### src/rtl/pid_mixer_pkg.sv
// ---------------------------------------------------------------------------
// pid_pkg
//   Shared types and constants for the heading-control mixer:
//   - mixer_state_t : forward-speed ramp FSM states
//   - SPD_MAX/SPD_MIN : 12-bit signed wheel-command limits
//   - term / datapath widths used by pid_mixer and sat_signed
// ---------------------------------------------------------------------------
package pid_pkg;

  localparam int P_W   = 14;  // proportional term width
  localparam int I_W   = 12;  // integral term width
  localparam int D_W   = 15;  // derivative term width
  localparam int SUM_W = 16;  // PID sum width
  localparam int RAW_W = 17;  // pre-saturation mix width
  localparam int SPD_W = 12;  // wheel command width
  localparam int FWD_W = 11;  // forward-speed width

  localparam logic signed [SPD_W-1:0] SPD_MAX = 12'sd2047;
  localparam logic signed [SPD_W-1:0] SPD_MIN = -12'sd2048;

  typedef enum logic [1:0] {
    IDLE      = 2'd0,
    RAMP_UP   = 2'd1,
    CRUISE    = 2'd2,
    RAMP_DOWN = 2'd3
  } mixer_state_t;

endpackage

### src/rtl/pid_mixer_sat_signed.sv
// ---------------------------------------------------------------------------
// sat_signed
//   Clamps a 17-bit signed value into the 12-bit signed wheel-command range.
//   Ports:
//     din  in  17 signed value to clamp
//     dout out 12 clamped value in [SPD_MIN, SPD_MAX]
//     sat  out 1  high when din was outside the range
// ---------------------------------------------------------------------------
module sat_signed
  import pid_pkg::*;
(
  input  logic [RAW_W-1:0] din,
  output logic [SPD_W-1:0] dout,
  output logic             sat
);

  logic signed [RAW_W-1:0] din_s;

  assign din_s = $signed(din);

  // Range compare against the 12-bit limits, sign-extended to 17 bits
  always_comb begin
    dout = din[SPD_W-1:0];
    sat  = 1'b0;
    if (din_s > 17'sd2047) begin
      dout = SPD_MAX;
      sat  = 1'b1;
    end else if (din_s < -17'sd2048) begin
      dout = SPD_MIN;
      sat  = 1'b1;
    end else begin
      dout = din[SPD_W-1:0];
      sat  = 1'b0;
    end
  end

endmodule

### src/rtl/pid_mixer.sv
// ---------------------------------------------------------------------------
// pid_mixer
//   Sums the P, I and D heading terms, scales the sum by an arithmetic right
//   shift, ramps a forward-speed base toward frwrd_tgt and mixes both into
//   saturated left/right wheel commands. One update per err_vld; spd_vld
//   pulses three cycles after the err_vld that started the update.
//
//   Ports:
//     clk, rst_n           clock, asynchronous active-low reset
//     err_vld              update strobe (P/I valid now, D one cycle later)
//     P_term/I_term/D_term signed heading terms (14/12/15 bits)
//     moving, frwrd_tgt    drive enable and unsigned forward target
//     lft_spd, rght_spd    registered signed wheel commands
//     spd_vld              one-cycle strobe with each command update
//     at_speed             high while the ramp FSM is in CRUISE
//     sat_cnt              (MIXER_SAT_CNT_EN only) count of saturated updates
//
//   Build option: define MIXER_SAT_CNT_EN to add the saturation counter.
// ---------------------------------------------------------------------------
module pid_mixer
  import pid_pkg::*;
#(
  parameter int unsigned RAMP_INC  = 16,
  parameter int unsigned RAMP_DEC  = 32,
  parameter int unsigned PID_SHIFT = 3
) (
  input  logic             clk,
  input  logic             rst_n,
  input  logic             err_vld,
  input  logic [P_W-1:0]   P_term,
  input  logic [I_W-1:0]   I_term,
  input  logic [D_W-1:0]   D_term,
  input  logic             moving,
  input  logic [FWD_W-1:0] frwrd_tgt,
  output logic [SPD_W-1:0] lft_spd,
  output logic [SPD_W-1:0] rght_spd,
  output logic             spd_vld,
`ifdef MIXER_SAT_CNT_EN
  output logic [7:0]       sat_cnt,
`endif
  output logic             at_speed
);

  localparam logic [FWD_W:0]   INC_C = 12'(RAMP_INC);
  localparam logic [FWD_W-1:0] DEC_C = 11'(RAMP_DEC);

  // Alignment and stage-1 state
  logic                    vld_d1_r;
  logic                    vld_d2_r;
  logic [P_W-1:0]          p_r;
  logic [I_W-1:0]          i_r;
  logic signed [SUM_W-1:0] pid_sum_r;
  logic [FWD_W-1:0]        frwrd_r;
  mixer_state_t            state_r;
  logic                    at_speed_r;

  // Stage-2 outputs
  logic [SPD_W-1:0]        lft_spd_r;
  logic [SPD_W-1:0]        rght_spd_r;
  logic                    spd_vld_r;

  // Combinational helpers
  logic signed [SUM_W-1:0] pid_sum_s;
  logic signed [SUM_W-1:0] pid_shf_s;
  logic [FWD_W:0]          tgt_ext_s;
  logic [FWD_W:0]          up_sum_s;
  logic                    up_hit_s;
  logic [FWD_W-1:0]        up_val_s;
  logic                    dn0_zero_s;
  logic [FWD_W-1:0]        dn0_val_s;
  logic [FWD_W:0]          tgt_dec_s;
  logic [FWD_W-1:0]        dnt_val_s;
  mixer_state_t            state_nxt_s;
  logic [FWD_W-1:0]        frwrd_nxt_s;
  logic                    clr_sat_s;
  logic signed [RAW_W-1:0] fwd_ext_s;
  logic signed [RAW_W-1:0] pid_ext_s;
  logic signed [RAW_W-1:0] lft_raw_s;
  logic signed [RAW_W-1:0] rght_raw_s;
  logic [SPD_W-1:0]        lft_sat_s;
  logic [SPD_W-1:0]        rght_sat_s;
  logic                    lft_flag_s;
  logic                    rght_flag_s;

  // P and I are latched on err_vld; D arrives one cycle later straight
  // from the upstream pipeline, so all three line up when vld_d1_r is high.
  assign pid_sum_s = $signed({{(SUM_W-P_W){p_r[P_W-1]}}, p_r})
                   + $signed({{(SUM_W-I_W){i_r[I_W-1]}}, i_r})
                   + $signed({{(SUM_W-D_W){D_term[D_W-1]}}, D_term});
  assign pid_shf_s = pid_sum_s >>> PID_SHIFT;

  // Ramp arithmetic: up-step clamped to target, down-step clamped to 0 or target
  assign tgt_ext_s  = {1'b0, frwrd_tgt};
  assign up_sum_s   = {1'b0, frwrd_r} + INC_C;
  assign up_hit_s   = (up_sum_s >= tgt_ext_s);
  assign up_val_s   = up_hit_s ? frwrd_tgt : up_sum_s[FWD_W-1:0];
  assign dn0_zero_s = (frwrd_r <= DEC_C);
  assign dn0_val_s  = dn0_zero_s ? 11'd0 : (frwrd_r - DEC_C);
  assign tgt_dec_s  = tgt_ext_s + {1'b0, DEC_C};
  assign dnt_val_s  = ({1'b0, frwrd_r} >= tgt_dec_s) ? (frwrd_r - DEC_C) : frwrd_tgt;

  // Ramp FSM next-state and next forward speed
  always_comb begin
    state_nxt_s = state_r;
    frwrd_nxt_s = frwrd_r;
    clr_sat_s   = 1'b0;
    case (state_r)
      IDLE: begin
        if (moving) begin
          state_nxt_s = RAMP_UP;
          frwrd_nxt_s = up_val_s;
          clr_sat_s   = 1'b1;
        end else begin
          state_nxt_s = IDLE;
          frwrd_nxt_s = 11'd0;
        end
      end
      RAMP_UP: begin
        if (!moving) begin
          state_nxt_s = RAMP_DOWN;
          frwrd_nxt_s = frwrd_r;
        end else begin
          state_nxt_s = up_hit_s ? CRUISE : RAMP_UP;
          frwrd_nxt_s = up_val_s;
        end
      end
      CRUISE: begin
        if (!moving) begin
          state_nxt_s = dn0_zero_s ? IDLE : RAMP_DOWN;
          frwrd_nxt_s = dn0_val_s;
        end else if (frwrd_tgt > frwrd_r) begin
          state_nxt_s = up_hit_s ? CRUISE : RAMP_UP;
          frwrd_nxt_s = up_val_s;
        end else if (frwrd_tgt < frwrd_r) begin
          state_nxt_s = CRUISE;
          frwrd_nxt_s = dnt_val_s;
        end else begin
          state_nxt_s = CRUISE;
          frwrd_nxt_s = frwrd_r;
        end
      end
      RAMP_DOWN: begin
        if (moving) begin
          state_nxt_s = up_hit_s ? CRUISE : RAMP_UP;
          frwrd_nxt_s = up_val_s;
        end else begin
          state_nxt_s = dn0_zero_s ? IDLE : RAMP_DOWN;
          frwrd_nxt_s = dn0_val_s;
        end
      end
      default: begin
        state_nxt_s = IDLE;
        frwrd_nxt_s = 11'd0;
      end
    endcase
  end

  // Alignment pipeline, term capture and stage-1 (PID sum, ramp FSM)
  always_ff @(posedge clk or negedge rst_n) begin
    if (!rst_n) begin
      vld_d1_r   <= 1'b0;
      vld_d2_r   <= 1'b0;
      p_r        <= 14'd0;
      i_r        <= 12'd0;
      pid_sum_r  <= 16'sd0;
      frwrd_r    <= 11'd0;
      state_r    <= IDLE;
      at_speed_r <= 1'b0;
    end else begin
      vld_d1_r <= err_vld;
      vld_d2_r <= vld_d1_r;
      if (err_vld) begin
        p_r <= P_term;
        i_r <= I_term;
      end
      if (vld_d1_r) begin
        pid_sum_r  <= pid_shf_s;
        frwrd_r    <= frwrd_nxt_s;
        state_r    <= state_nxt_s;
        at_speed_r <= (state_nxt_s == CRUISE);
      end
    end
  end

  // Stage-2 mix in 17 bits so frwrd +/- pid_sum cannot wrap before clamping
  assign fwd_ext_s  = $signed({6'd0, frwrd_r});
  assign pid_ext_s  = $signed({pid_sum_r[SUM_W-1], pid_sum_r});
  assign lft_raw_s  = fwd_ext_s + pid_ext_s;
  assign rght_raw_s = fwd_ext_s - pid_ext_s;

  sat_signed u_sat_lft (
    .din  (lft_raw_s),
    .dout (lft_sat_s),
    .sat  (lft_flag_s)
  );

  sat_signed u_sat_rght (
    .din  (rght_raw_s),
    .dout (rght_sat_s),
    .sat  (rght_flag_s)
  );

  // Stage-2 output registers; IDLE forces a stopped command
  always_ff @(posedge clk or negedge rst_n) begin
    if (!rst_n) begin
      lft_spd_r  <= 12'd0;
      rght_spd_r <= 12'd0;
      spd_vld_r  <= 1'b0;
    end else begin
      spd_vld_r <= vld_d2_r;
      if (vld_d2_r) begin
        if (state_r == IDLE) begin
          lft_spd_r  <= 12'd0;
          rght_spd_r <= 12'd0;
        end else begin
          lft_spd_r  <= lft_sat_s;
          rght_spd_r <= rght_sat_s;
        end
      end
    end
  end

  assign lft_spd  = lft_spd_r;
  assign rght_spd = rght_spd_r;
  assign spd_vld  = spd_vld_r;
  assign at_speed = at_speed_r;

`ifdef MIXER_SAT_CNT_EN
  logic [7:0] sat_cnt_r;

  // Saturation event counter: one count per saturated update, sticky at 255
  always_ff @(posedge clk or negedge rst_n) begin
    if (!rst_n) begin
      sat_cnt_r <= 8'd0;
    end else if (vld_d1_r && clr_sat_s) begin
      sat_cnt_r <= 8'd0;
    end else if (vld_d2_r && (state_r != IDLE) && (lft_flag_s || rght_flag_s) &&
                 (sat_cnt_r != 8'd255)) begin
      sat_cnt_r <= sat_cnt_r + 8'd1;
    end else begin
      sat_cnt_r <= sat_cnt_r;
    end
  end

  assign sat_cnt = sat_cnt_r;
`endif

endmodule

### config.mk
export PLATFORM = sky130hd
export DESIGN_NAME = pid_mixer
export DESIGN_NICKNAME = d
export VERILOG_FILES = /design/src/rtl/pid_mixer_pkg.sv /design/src/rtl/pid_mixer_sat_signed.sv /design/src/rtl/pid_mixer.sv
export SDC_FILE = /design/constraint.sdc
export NUM_CORES = 1
export LEC_CHECK = 0
export BUFFER_PORTS_ARGS = -buffer_cell sky130_fd_sc_hd__buf_2
export CORE_ASPECT_RATIO = 1.75
export CORE_MARGIN = 10
export CORE_UTILIZATION = 55
export CTS_CLUSTER_DIAMETER = 40
export DETAILED_ROUTE_END_ITERATION = 10
export PLACE_DENSITY = 0.74
export SLEW_MARGIN = 0
export SYNTH_ARGS = -nofsm -noshare
export SYNTH_HDL_FRONTEND = slang
export SYNTH_SLANG_ARGS = --single-unit
### constraint.sdc
create_clock -name clk -period 4.1 [get_ports clk]
set_input_delay 0.82 -clock clk [delete_from_list [all_inputs] [get_ports clk]]
set_output_delay 0.82 -clock clk [all_outputs]
set_load 0.1 [all_outputs]
Word-level counts from Yosys, hierarchy flattened. Index checks and enable logic that the tools add are counted.

Bits in registers: 80. Output and inout port bits: 26. Logic and storage cells: 59.

Add/sub/neg operators: 7. $lt $le $gt $ge: 9. Eq/ne operators: 6. Mux-type cells: 24. Reductions and logical operators: 2.

Operator list (number): $mux W11 (9); $mux W12 (6); $pmux W11 S4 (1); $gt A14 B12 Y1 const B (2); $lt A14 B12 Y1 const B (2); $add A15 B15 Y16 (1); $add A14 B12 Y15 (1); $add A12 B13 Y14 (1); $sub A12 B13 Y14 (1); $add A11 B5 Y12 const B (1); $add A11 B6 Y12 const B (1); $ge A11 B12 Y1 (1); $ge A12 B11 Y1 (1); $mux W2 (6); $gt A11 B11 Y1 (1); $le A11 B6 Y1 const B (1); $lt A11 B11 Y1 (1); $sub A11 B6 Y11 const B (1); $pmux W2 S4 (1); $eq A2 B2 Y1 const B (3); $ne A4 B4 Y1 const B (1); $reduce_and A3 Y1 (1); $eq A2 B1 Y1 const B (1); $logic_not A2 Y1 (1); other kinds (2) (2).

Longest topological paths before layout. Gate-level depths: netlist (run 1).

Word-level depth: 7. Gate-level depth with buffers: 15. Mapped depth without buffers: 13.

Cells and area by module. Synthesis (run 1) repeated with hierarchy kept, for this count alone.

Cells, all modules: 753. Area, all modules: 6782.8 um^2.

By module, submodules not included: pid_mixer (instances 1, cells each 707, area each 6452.4 um^2); sat_signed (instances 2, cells each 23, area each 165.2 um^2).

Worst setup path before layout (run 1). Ideal clock, no wire load.

Kind: input to register. From: in D_term[4]. To: reg pid_sum_r[10]. Library setup time: 0.125 ns. Data arrival time: 3.417 ns. Setup slack: 0.558 ns. Stages: 10. Buffers on the path: 0. Cells stage by stage: fa_1 ha_1 a21o_1 a21o_1 a41o_1 a221o_1 a31oi_1 o21bai_1 xor2_1 mux2_2.

Word-level cells in the longest chain between the ends: 1.

RTL lines: start, declared (line pid_mixer.sv:32) `input logic [D_W-1:0] D_term,`; $add A15 B15 Y16 (line pid_mixer.sv:89) `+ $signed({{(SUM_W-D_W){D_term[D_W-1]}}, D_term});`; end signal, assigned (line pid_mixer.sv:177) `pid_sum_r <= pid_shf_s;`; end, declared (line pid_mixer.sv:52) `logic signed [SUM_W-1:0] pid_sum_r;`.

No other way between the ends. A chain may end at the register's enable or synchronous reset.

Worst setup path in the final report (run 1).
From: in D_term[4]. To: reg pid_sum_r[11].

Same word-level chain as after synthesis.

==> impl_metrics.env, run 1 <==
export IMPL_outcome="complete, no violations"
export IMPL_clock_skew_ns=0.00711
export IMPL_drt_total_wl_um=18100
export IMPL_synth_seq_area_share=0.303
export IMPL_vdd_ir_drop_max_mv=0.507
export IMPL_dr_pass1_iters=5
export IMPL_initial_core_util=0.567
export IMPL_grt_max_degree=81
export IMPL_dp_cells=904
export IMPL_core_um2=11600
export IMPL_post_cts_resized=0
export IMPL_cts_buffers=9
export IMPL_hold_path_class="reg -> reg"
export IMPL_htree_levels=3
export IMPL_rows=52
export IMPL_crit_path_start_kind="input pin"
export IMPL_n_antenna_cell=0
export IMPL_rsz0062_at_grt="no"
export IMPL_ff_latch_area_um2=2000
export IMPL_fp_dieW_um=103
export IMPL_vias=5723
export IMPL_vias_per_cell=6.22
export IMPL_p_total_w=0.00692
export IMPL_setup_tns_ns=0
export IMPL_cts_tree="done"
export IMPL_synthToLayoutAreaGrowth_pct=12.0
export IMPL_grt_overflow=0
export IMPL_ys_ff_latch=80
export IMPL_cts_buffer_depth=2
export IMPL_gp_congestion=0.979
export IMPL_multiInputGateArea_um2=4140
export IMPL_synthFlopType="dfrtp_1"
export IMPL_synth_area_leaders="dfrtp_1, ha_1, fa_1, mux2_2, inv_1"
export IMPL_cts_root_buf="clkbuf_16"
export IMPL_post_dp_hpwl_um=14300
export IMPL_ctsHoldBuffers=0
export IMPL_grt_pass1_wl_um=29500
export IMPL_crit_path_max_fanout=4
export IMPL_period_needed_ns=3.54
export IMPL_yosysTopAreaCellShare=0.303
export IMPL_clock_fmax_mhz=282
export IMPL_ant_nets=0
export IMPL_timing_final_ws_setup_ns=0.557
export IMPL_drive_gt1_frac=0.195
export IMPL_fin_util=0.635
export IMPL_drtIter0Drc=290
export IMPL_end_kind="flip-flop"
export IMPL_power_density_nw_per_um2=936
export IMPL_yosysMostFrequentCell="dfrtp_1"
export IMPL_fp_dieArea_um2=17000
export IMPL_fin_crit_sh=0.864
export IMPL_crit_type="in -> reg"
export IMPL_cp_required_ns=4.31
export IMPL_drv_slew=0
export IMPL_post_drt_wl_per_cell_um=19.7
export IMPL_maxCapViolCount=0
export IMPL_synthArstFlopShare=1.00
export IMPL_worstMarginPinSlew_ns=1.00
export IMPL_ys_warn_count=0
export IMPL_synth_edf_count=0
export IMPL_synth_common_cells="dfrtp_1, inv_1, ha_1"
export IMPL_worstPathArrival_ns=3.75
export IMPL_antenna_found_initial=0
export IMPL_p_leak_nw=3.48
export IMPL_setup_viol=0
export IMPL_track_usage=0.220
export IMPL_ios=82
export IMPL_pre_cts_ws_ns=0.251
export IMPL_clock_latency_ns=0.34
export IMPL_synth_top_area_cell="dfrtp_1"
export IMPL_grt_pass1_vias=5909
export IMPL_synth_cell_area_um2=6600
export IMPL_final_hold_viol_count=0
export IMPL_slew_headroom=0.330
export IMPL_clock_sinks=80
export IMPL_nNetsFinal=922
export IMPL_synth_avg_cell_area_um2=9.36
export IMPL_synthCells=705
export IMPL_path_clk_slew_ns=0.06
export IMPL_portBuffers=81
export IMPL_netlist_cell_type_count=79
export IMPL_synth_nets=847
export IMPL_fillers=1010
export IMPL_stdcell_count=920
export IMPL_die_y_um=165
export IMPL_drc_errors=0
export IMPL_post_cts_setup_buffers=0
## where the power goes
group,switching [W],internal (W)
Sequential,0.000256,0.00108
Clock,0.000318,0.000471
Combinational,0.00315,0.00165
Total,0.00372,0.00320
## cells in the final DEF, fill, tap and decap left out, drive strengths merged, types with 20 or more instances in the layout
cell    instances
buf            95
dfrtp          80
inv            72
ha             70
nor2           51
a21oi          43
nand2          42
o21ai          30
xnor2          29
mux2           28
o221ai         20
nand3          20
## sequential cells by signal, indices dropped and copies added (netlist names)
name,flops
rght_spd,12
i_r,12
vld_d2_r,1
vld_d1_r,1
lft_spd,12
pid_sum_r,13
at_speed,1
spd_vld,1
frwrd_r,11
state_r,2
p_r,14
## critical path, stage by stage
cell and delay, ns:
buf_2 0.12, fa_1 0.47, ha_1 0.38, a21o_1 0.20, a21o_1 0.17, a41o_1 0.24
a221o_1 0.40, a31oi_1 0.36, o21bai_1 0.16, a211oi_1 0.32, o41ai_1 0.12
## area by class of cell
| cell class | count | area share |
|---|---|---|
| Multi-Input combinational cell | 521 | 0.561 |
| Sequential cell | 80 | 0.271 |
| Timing Repair Buffer | 95 | 0.0694 |
| Inverter | 73 | 0.0371 |
| Clock buffer | 11 | 0.0315 |
| Tap cell | 135 | 0.0229 |
| Clock inverter | 5 | 0.00779 |
## per-stage QoR
stage / area (um2) / hold slack (ns)
after floorplan: 6600 / 0.352
after global placement: 7100 / 0.467
after detailed placement: 7100 / 0.468
after CTS: 7390 / 0.484
after global routing: 7390 / 0.496
final: 7390 / 0.478
## per-layer routing
layer | global-route usage | part of all wire | routed length (um)
met1 | 0.223 | 0.36 | 6420
met3 | 0.0280 | 0.040 | 732
met5 | 0 | 0 | 0
met2 | 0.415 | 0.56 | 10200
met4 | 0.121 | 0.042 | 753
## cell families after synthesis
family / Yosys count / synth area share
compound gates: 194 / 0.214
simple gates: 169 / 0.126
buf+inv: 104 / 0.0688
fa+ha+maj: 86 / 0.181
flops: 80 / 0.303
xor+xnor: 39 / 0.0518
mux: 33 / 0.0554
## final timing paths
path	startpoint	slack, ns	cells after the start	endpoint
max in group asynchronous	rst_n	2.80	1	pid_sum_r[1]
worst max register to register	frwrd_r[5]	0.66	13	frwrd_r[0]
min in group asynchronous	rst_n	0.63	1	i_r[11]
worst min register to register	rght_spd[11]	0.48	1	rght_spd[11]
worst max-delay path	D_term[4]	0.56	11	pid_sum_r[11]
worst min-delay path	rght_spd[11]	0.48	1	rght_spd[11]
Note: power is estimated with default switching activity, not from simulation.
==> inputs of run 2 (changes only) <==
--- a/config.mk
+++ b/config.mk
@@ -6,6 +6,7 @@
 export NUM_CORES = 1
 export LEC_CHECK = 0
 export BUFFER_PORTS_ARGS = -buffer_cell sky130_fd_sc_hd__buf_2
+export CAP_MARGIN = 5
 export CORE_ASPECT_RATIO = 1.75
 export CORE_MARGIN = 10
 export CORE_UTILIZATION = 55
==> constraint.sdc (replaced) <==
create_clock -name clk -period 4.1 [get_ports clk]
set_input_delay 0.615 -clock clk [delete_from_list [all_inputs] [get_ports clk]]
set_output_delay 0.615 -clock clk [all_outputs]
set_load 0.1 [all_outputs]
==> run 2 against run 1 <==
Compared with the run above: global-route usage up 0.16 points; sequential power barely moved; power is 0.25% higher; critical endpoint is now frwrd_r[0]; clock skew up 0.0029 ns; combinational power fell by 1%; cell area is essentially flat; sequential cell count stayed put; routed wire length decreased by 0.54%; register-to-register slack worse by 0.07 ns; setup slack improved by 0.033 ns; die area did not move; final cell count shrank 0.43%.
==> impl_metrics.env, run 2 (synthesis results as in run 1) <==
export IMPL_outcome="complete, no violations"
export IMPL_reg2reg_slack_ns=0.59
export IMPL_slew_headroom=0.334
export IMPL_die_y_um=165
export IMPL_pwr_share_comb=0.683
export IMPL_cp_required_ns=4.32
export IMPL_crit_type="reg -> reg"
export IMPL_drv_slew=0
export IMPL_vias_per_cell=6.27
export IMPL_final_cell_mix="dfrtp_1, buf_2, inv_1"
export IMPL_cts_buffer_depth=2
export IMPL_clock_sinks=80
export IMPL_drive_gt1_frac=0.191
export IMPL_antenna_found_initial=0
export IMPL_timing_hold_ws_ns=0.435
export IMPL_nNetsFinal=918
export IMPL_final_hold_viol_count=0
export IMPL_fin_crit_sh=0.856
export IMPL_track_usage=0.222
export IMPL_end_kind="flip-flop"
export IMPL_fp_dieW_um=103
export IMPL_path_clk_slew_ns=0.06
export IMPL_p_leak_nw=3.48
export IMPL_ios=82
export IMPL_crit_path_max_fanout=11
export IMPL_drtIter0Drc=299
export IMPL_setup_viol=0
export IMPL_grt_overflow=0
export IMPL_p_sw_w=0.00370
export IMPL_power_density_nw_per_um2=939
export IMPL_clock_skew_ns=0.0100
export IMPL_vdd_ir_drop_max_mv=0.508
export IMPL_cts_root_buf="clkbuf_16"
export IMPL_gp_congestion=0.978
export IMPL_core_um2=11600
export IMPL_post_dp_hpwl_um=14300
export IMPL_portBuffers=81
export IMPL_maxCapViolCount=0
export IMPL_setup_tns_ns=0
export IMPL_drt_total_wl_um=18000
export IMPL_clock_fmax_mhz=285
export IMPL_period_needed_ns=3.51
export IMPL_fp_dieArea_um2=17000
export IMPL_synthToLayoutAreaGrowth_pct=11.9
export IMPL_pwr_share_clk=0.122
export IMPL_htree_levels=3
export IMPL_post_cts_setup_buffers=0
export IMPL_post_drt_wl_per_cell_um=19.6
export IMPL_regMostFlops="p_r"
export IMPL_dr_pass1_iters=4
export IMPL_post_cts_resized=0
export IMPL_cts_buffers=9
export IMPL_sw_frac_of_total=0.534
export IMPL_hold_path_class="in -> async"
export IMPL_p_int_w=0.00323
export IMPL_largest_registers="p_r (14), pid_sum_r (13)"
export IMPL_grt_max_degree=81
export IMPL_ant_nets=0
export IMPL_ctsHoldBuffers=0
export IMPL_crit_path_start_kind="flip-flop"
export IMPL_grt_pass1_wl_um=29700
export IMPL_grt_pass1_vias=6089
export IMPL_n_antenna_cell=0
export IMPL_drc_errors=0
export IMPL_worstPathArrival_ns=3.73
export IMPL_power_frac_seq=0.196
export IMPL_cts_tree="done"
export IMPL_rows=52
export IMPL_vias=5740
export IMPL_largest_register_ffs=14
export IMPL_clock_latency_ns=0.34
export IMPL_initial_core_util=0.567
export IMPL_rsz0062_at_grt="no"
export IMPL_worstMarginPinSlew_ns=0.999
==> run 2: final cells by class <==
| class | count | area, um2 |
|---|---|---|
| sequential | 80 | 2000 |
| fill | 1007 | 4260 |
| inverter | 73 | 274 |
| clock buffer | 11 | 233 |
| clock inverter | 5 | 81.3 |
| multi-input combinational | 521 | 4140 |
| timing repair buffer | 91 | 483 |
| tap | 135 | 169 |
==> run 2: layer usage <==
| metal | vias to the layer above | global-route usage | wire [um] |
|---|---|---|---|
| li1 | 2693 | - | - |
| met1 | 2790 | 0.219 | 6350 |
| met2 | 187 | 0.417 | 9890 |
| met3 | 70 | 0.0293 | 779 |
| met4 | 0 | 0.135 | 974 |
| met5 | - | 0 | 0 |
==> run 2: path summary, 6_finish.rpt <==
kind	cells past startpoint	to	startpoint
hold / removal	1	i_r[11]	rst_n
setup reg to reg	13	frwrd_r[0]	frwrd_r[5]
setup / recovery	13	frwrd_r[0]	frwrd_r[5]
hold reg to reg	1	rght_spd[11]	rght_spd[11]
min in group clk	1	rght_spd[11]	rght_spd[11]
max in group asynchronous	1	pid_sum_r[6]	rst_n
==> run 2: worst max-delay path: stages, from the launching register on <==
cell and delay [ns]:
dfrtp_1 0.59, ha_1 0.22, nand2_1 0.07, nor3_1 0.25, xnor2_1 0.15, ha_1 0.31
and4_1 0.19, o21ai_0 0.12, o211a_1 0.24, o31ai_1 0.08, or2_2 0.33, a211oi_2 0.11
a221o_1 0.38, a221o_1 0.34
==> run 2: per-stage QoR <==
stage,setup slack (ns),instance area (um2),cells,total power [W],util
finish,0.590,7380,916,0.00694,0.634
global route,0.311,7380,916,0.00748,0.634
CTS,0.647,7380,916,0.00691,0.634
detailed placement,0.421,7070,900,0.00605,0.607
global placement,0.569,7070,900,0.00593,0.607
floorplan,0.763,6600,705,0.00501,-
==> run 2: power by group through the flow <==
stage,logic [W],registers [W],clock network [W]
floorplan,0.00285,0.00216,0
finish,0.00473,0.00136,0.000844
detailed placement,0.00467,0.00137,0
global placement,0.00458,0.00135,0
CTS,0.00470,0.00136,0.000857
global route,0.00518,0.00141,0.000892
==> inputs of run 3 (changes only) <==
--- a/config.mk
+++ b/config.mk
@@ -12,8 +12,9 @@
 export CORE_UTILIZATION = 55
 export CTS_CLUSTER_DIAMETER = 40
 export DETAILED_ROUTE_END_ITERATION = 10
-export PLACE_DENSITY = 0.74
+export PLACE_DENSITY = 0.76
 export SLEW_MARGIN = 0
 export SYNTH_ARGS = -nofsm -noshare
 export SYNTH_HDL_FRONTEND = slang
+export SYNTH_HIERARCHICAL = 1
 export SYNTH_SLANG_ARGS = --single-unit
==> run 3 against run 2 <==
Compared with the run above: global-route usage shrank 2.0 points; non-clock buffer count up 3; cell area is 3.5% higher; clock-buffer cell count decreased by 1; synthesized area increased by 2.3%; hold slack improved by 0.0082 ns; critical path depth unchanged; setup slack improved by 0.059 ns; via count up 0.12%; final cell count increased by 8.4%; critical path type unchanged; largest cell class unchanged; highest routed layer unchanged.
==> impl_metrics.env, run 3 <==
export IMPL_clock_fmax_mhz=290
export IMPL_grt_pass1_wl_um=29300
export IMPL_crit_path_max_fanout=8
export IMPL_cts_root_buf="clkbuf_16"
export IMPL_outcome="complete, no violations"
export IMPL_dr_pass1_iters=5
export IMPL_synthToLayoutAreaGrowth_pct=13.2
export IMPL_timing_final_ws_setup_ns=0.649
export IMPL_crit_type="reg -> reg"
export IMPL_nNetsFinal=965
export IMPL_synthCells=747
export IMPL_rsz0062_at_grt="no"
export IMPL_ff_latch_area_um2=2000
export IMPL_antenna_found_initial=0
export IMPL_grt_overflow=0
export IMPL_clock_latency_ns=0.35
export IMPL_post_dp_hpwl_um=13800
export IMPL_slew_headroom=0.322
export IMPL_highest_layer="met4"
export IMPL_portBuffers=81
export IMPL_die_y_um=167
export IMPL_synth_cell_area_um2=6750
export IMPL_cts_tree="done"
export IMPL_regMostFlops="p_r"
export IMPL_track_usage=0.201
export IMPL_period_needed_ns=3.45
export IMPL_fillers=1002
export IMPL_ant_nets=0
export IMPL_drc_errors=0
export IMPL_final_hold_viol_count=0
export IMPL_fp_dieArea_um2=17300
export IMPL_post_cts_resized=0
export IMPL_gp_congestion=0.887
export IMPL_cts_buffers=9
export IMPL_met3_length_um=1030
export IMPL_post_cts_setup_buffers=0
export IMPL_clock_skew_ns=0.00773
export IMPL_fp_dieW_um=104
export IMPL_hold_path_class="in -> async"
export IMPL_synth_avg_cell_area_um2=9.04
export IMPL_setup_tns_ns=0
export IMPL_path_clk_slew_ns=0.07
export IMPL_final_cell_mix="dfrtp_1, buf_2, inv_1"
export IMPL_initial_core_util=0.563
export IMPL_cp_required_ns=4.35
export IMPL_n_antenna_cell=0
export IMPL_rows=53
export IMPL_largest_register_ffs=14
export IMPL_drtIter0Drc=284
export IMPL_core_um2=12000
export IMPL_crit_path_start_kind="flip-flop"
export IMPL_vias_per_cell=5.79
export IMPL_wl_met2_um=9170
export IMPL_multiInputGateArea_um2=4300
export IMPL_pre_cts_ws_ns=0.677
export IMPL_grt_max_degree=81
export IMPL_end_kind="flip-flop"
export IMPL_grt_pass1_vias=6077
export IMPL_ios=82
export IMPL_vias=5747
export IMPL_ys_warn_count=6
export IMPL_drive_gt1_frac=0.196
export IMPL_htree_levels=3
export IMPL_worstMarginPinSlew_ns=1.02
export IMPL_maxCapViolCount=0
export IMPL_synth_nets=889
export IMPL_cts_buffer_depth=2
export IMPL_largest_registers="p_r (14), pid_sum_r (13)"
export IMPL_ctsHoldBuffers=0
export IMPL_drv_slew=0
export IMPL_post_drt_wl_per_cell_um=17.4
export IMPL_fin_crit_sh=0.842
export IMPL_drt_total_wl_um=17300
export IMPL_setup_viol=0
export IMPL_clock_sinks=80
export IMPL_worstPathArrival_ns=3.70
export IMPL_wl_met1_um=6630
==> run 3: worst paths after layout <==
path                                   from           to  slack, ns  depth (start not counted)
worst max register to register   frwrd_r[4]   frwrd_r[7]       0.65                         13
max in group asynchronous             rst_n   frwrd_r[7]       3.00                          1
worst min register to register  rght_spd[7]  rght_spd[7]       0.51                          2
min in group clk                  I_term[9]       i_r[9]       0.50                          2
worst min-delay path                  rst_n   lft_spd[2]       0.44                          1
worst max-delay path             frwrd_r[4]   frwrd_r[7]       0.65                         13
==> run 3: area by class of cell <==
type	instances	share of cell area
timing repair buffer	94	0.0661
multi-input combinational	559	0.563
clock buffer	10	0.0313
tap	165	0.0270
sequential	80	0.262
inverter	79	0.0388
clock inverter	6	0.0119
==> run 3: per-stage QoR <==
stage / cell area [um2] / util / hold WS, ns / std cells
after global placement: 7310 / 0.609 / 0.495 / 977
after global routing: 7640 / 0.637 / 0.494 / 993
final: 7640 / 0.637 / 0.443 / 993
after detailed placement: 7310 / 0.609 / 0.502 / 977
after floorplan: 6750 / - / 0.319 / 747
after CTS: 7640 / 0.637 / 0.491 / 993
==> run 3: layer usage <==
| layer | GRT usage | vias to the layer above |
|---|---|---|
| met5 | 0 | - |
| met2 | 0.368 | 198 |
| met3 | 0.0413 | 38 |
| met1 | 0.222 | 2753 |
| li1 | - | 2758 |
| met4 | 0.0748 | 0 |
==> run 3: worst max-delay path, stage by stage, from the launching register on <==
cell and delay [ns]:
dfrtp_1 0.52, buf_4 0.21, nand4_1 0.11, xnor2_1 0.26
ha_1 0.31, a2111oi_2 0.38, o211ai_1 0.14, a21oi_1 0.25
o21ai_1 0.33, buf_4 0.28, mux2i_1 0.12, a21oi_1 0.15
o22ai_1 0.09, a21oi_1 0.19
Power of run 3 is not shown: default switching activity piles up to over one toggle a cycle in this logic, so the estimate is an artifact.
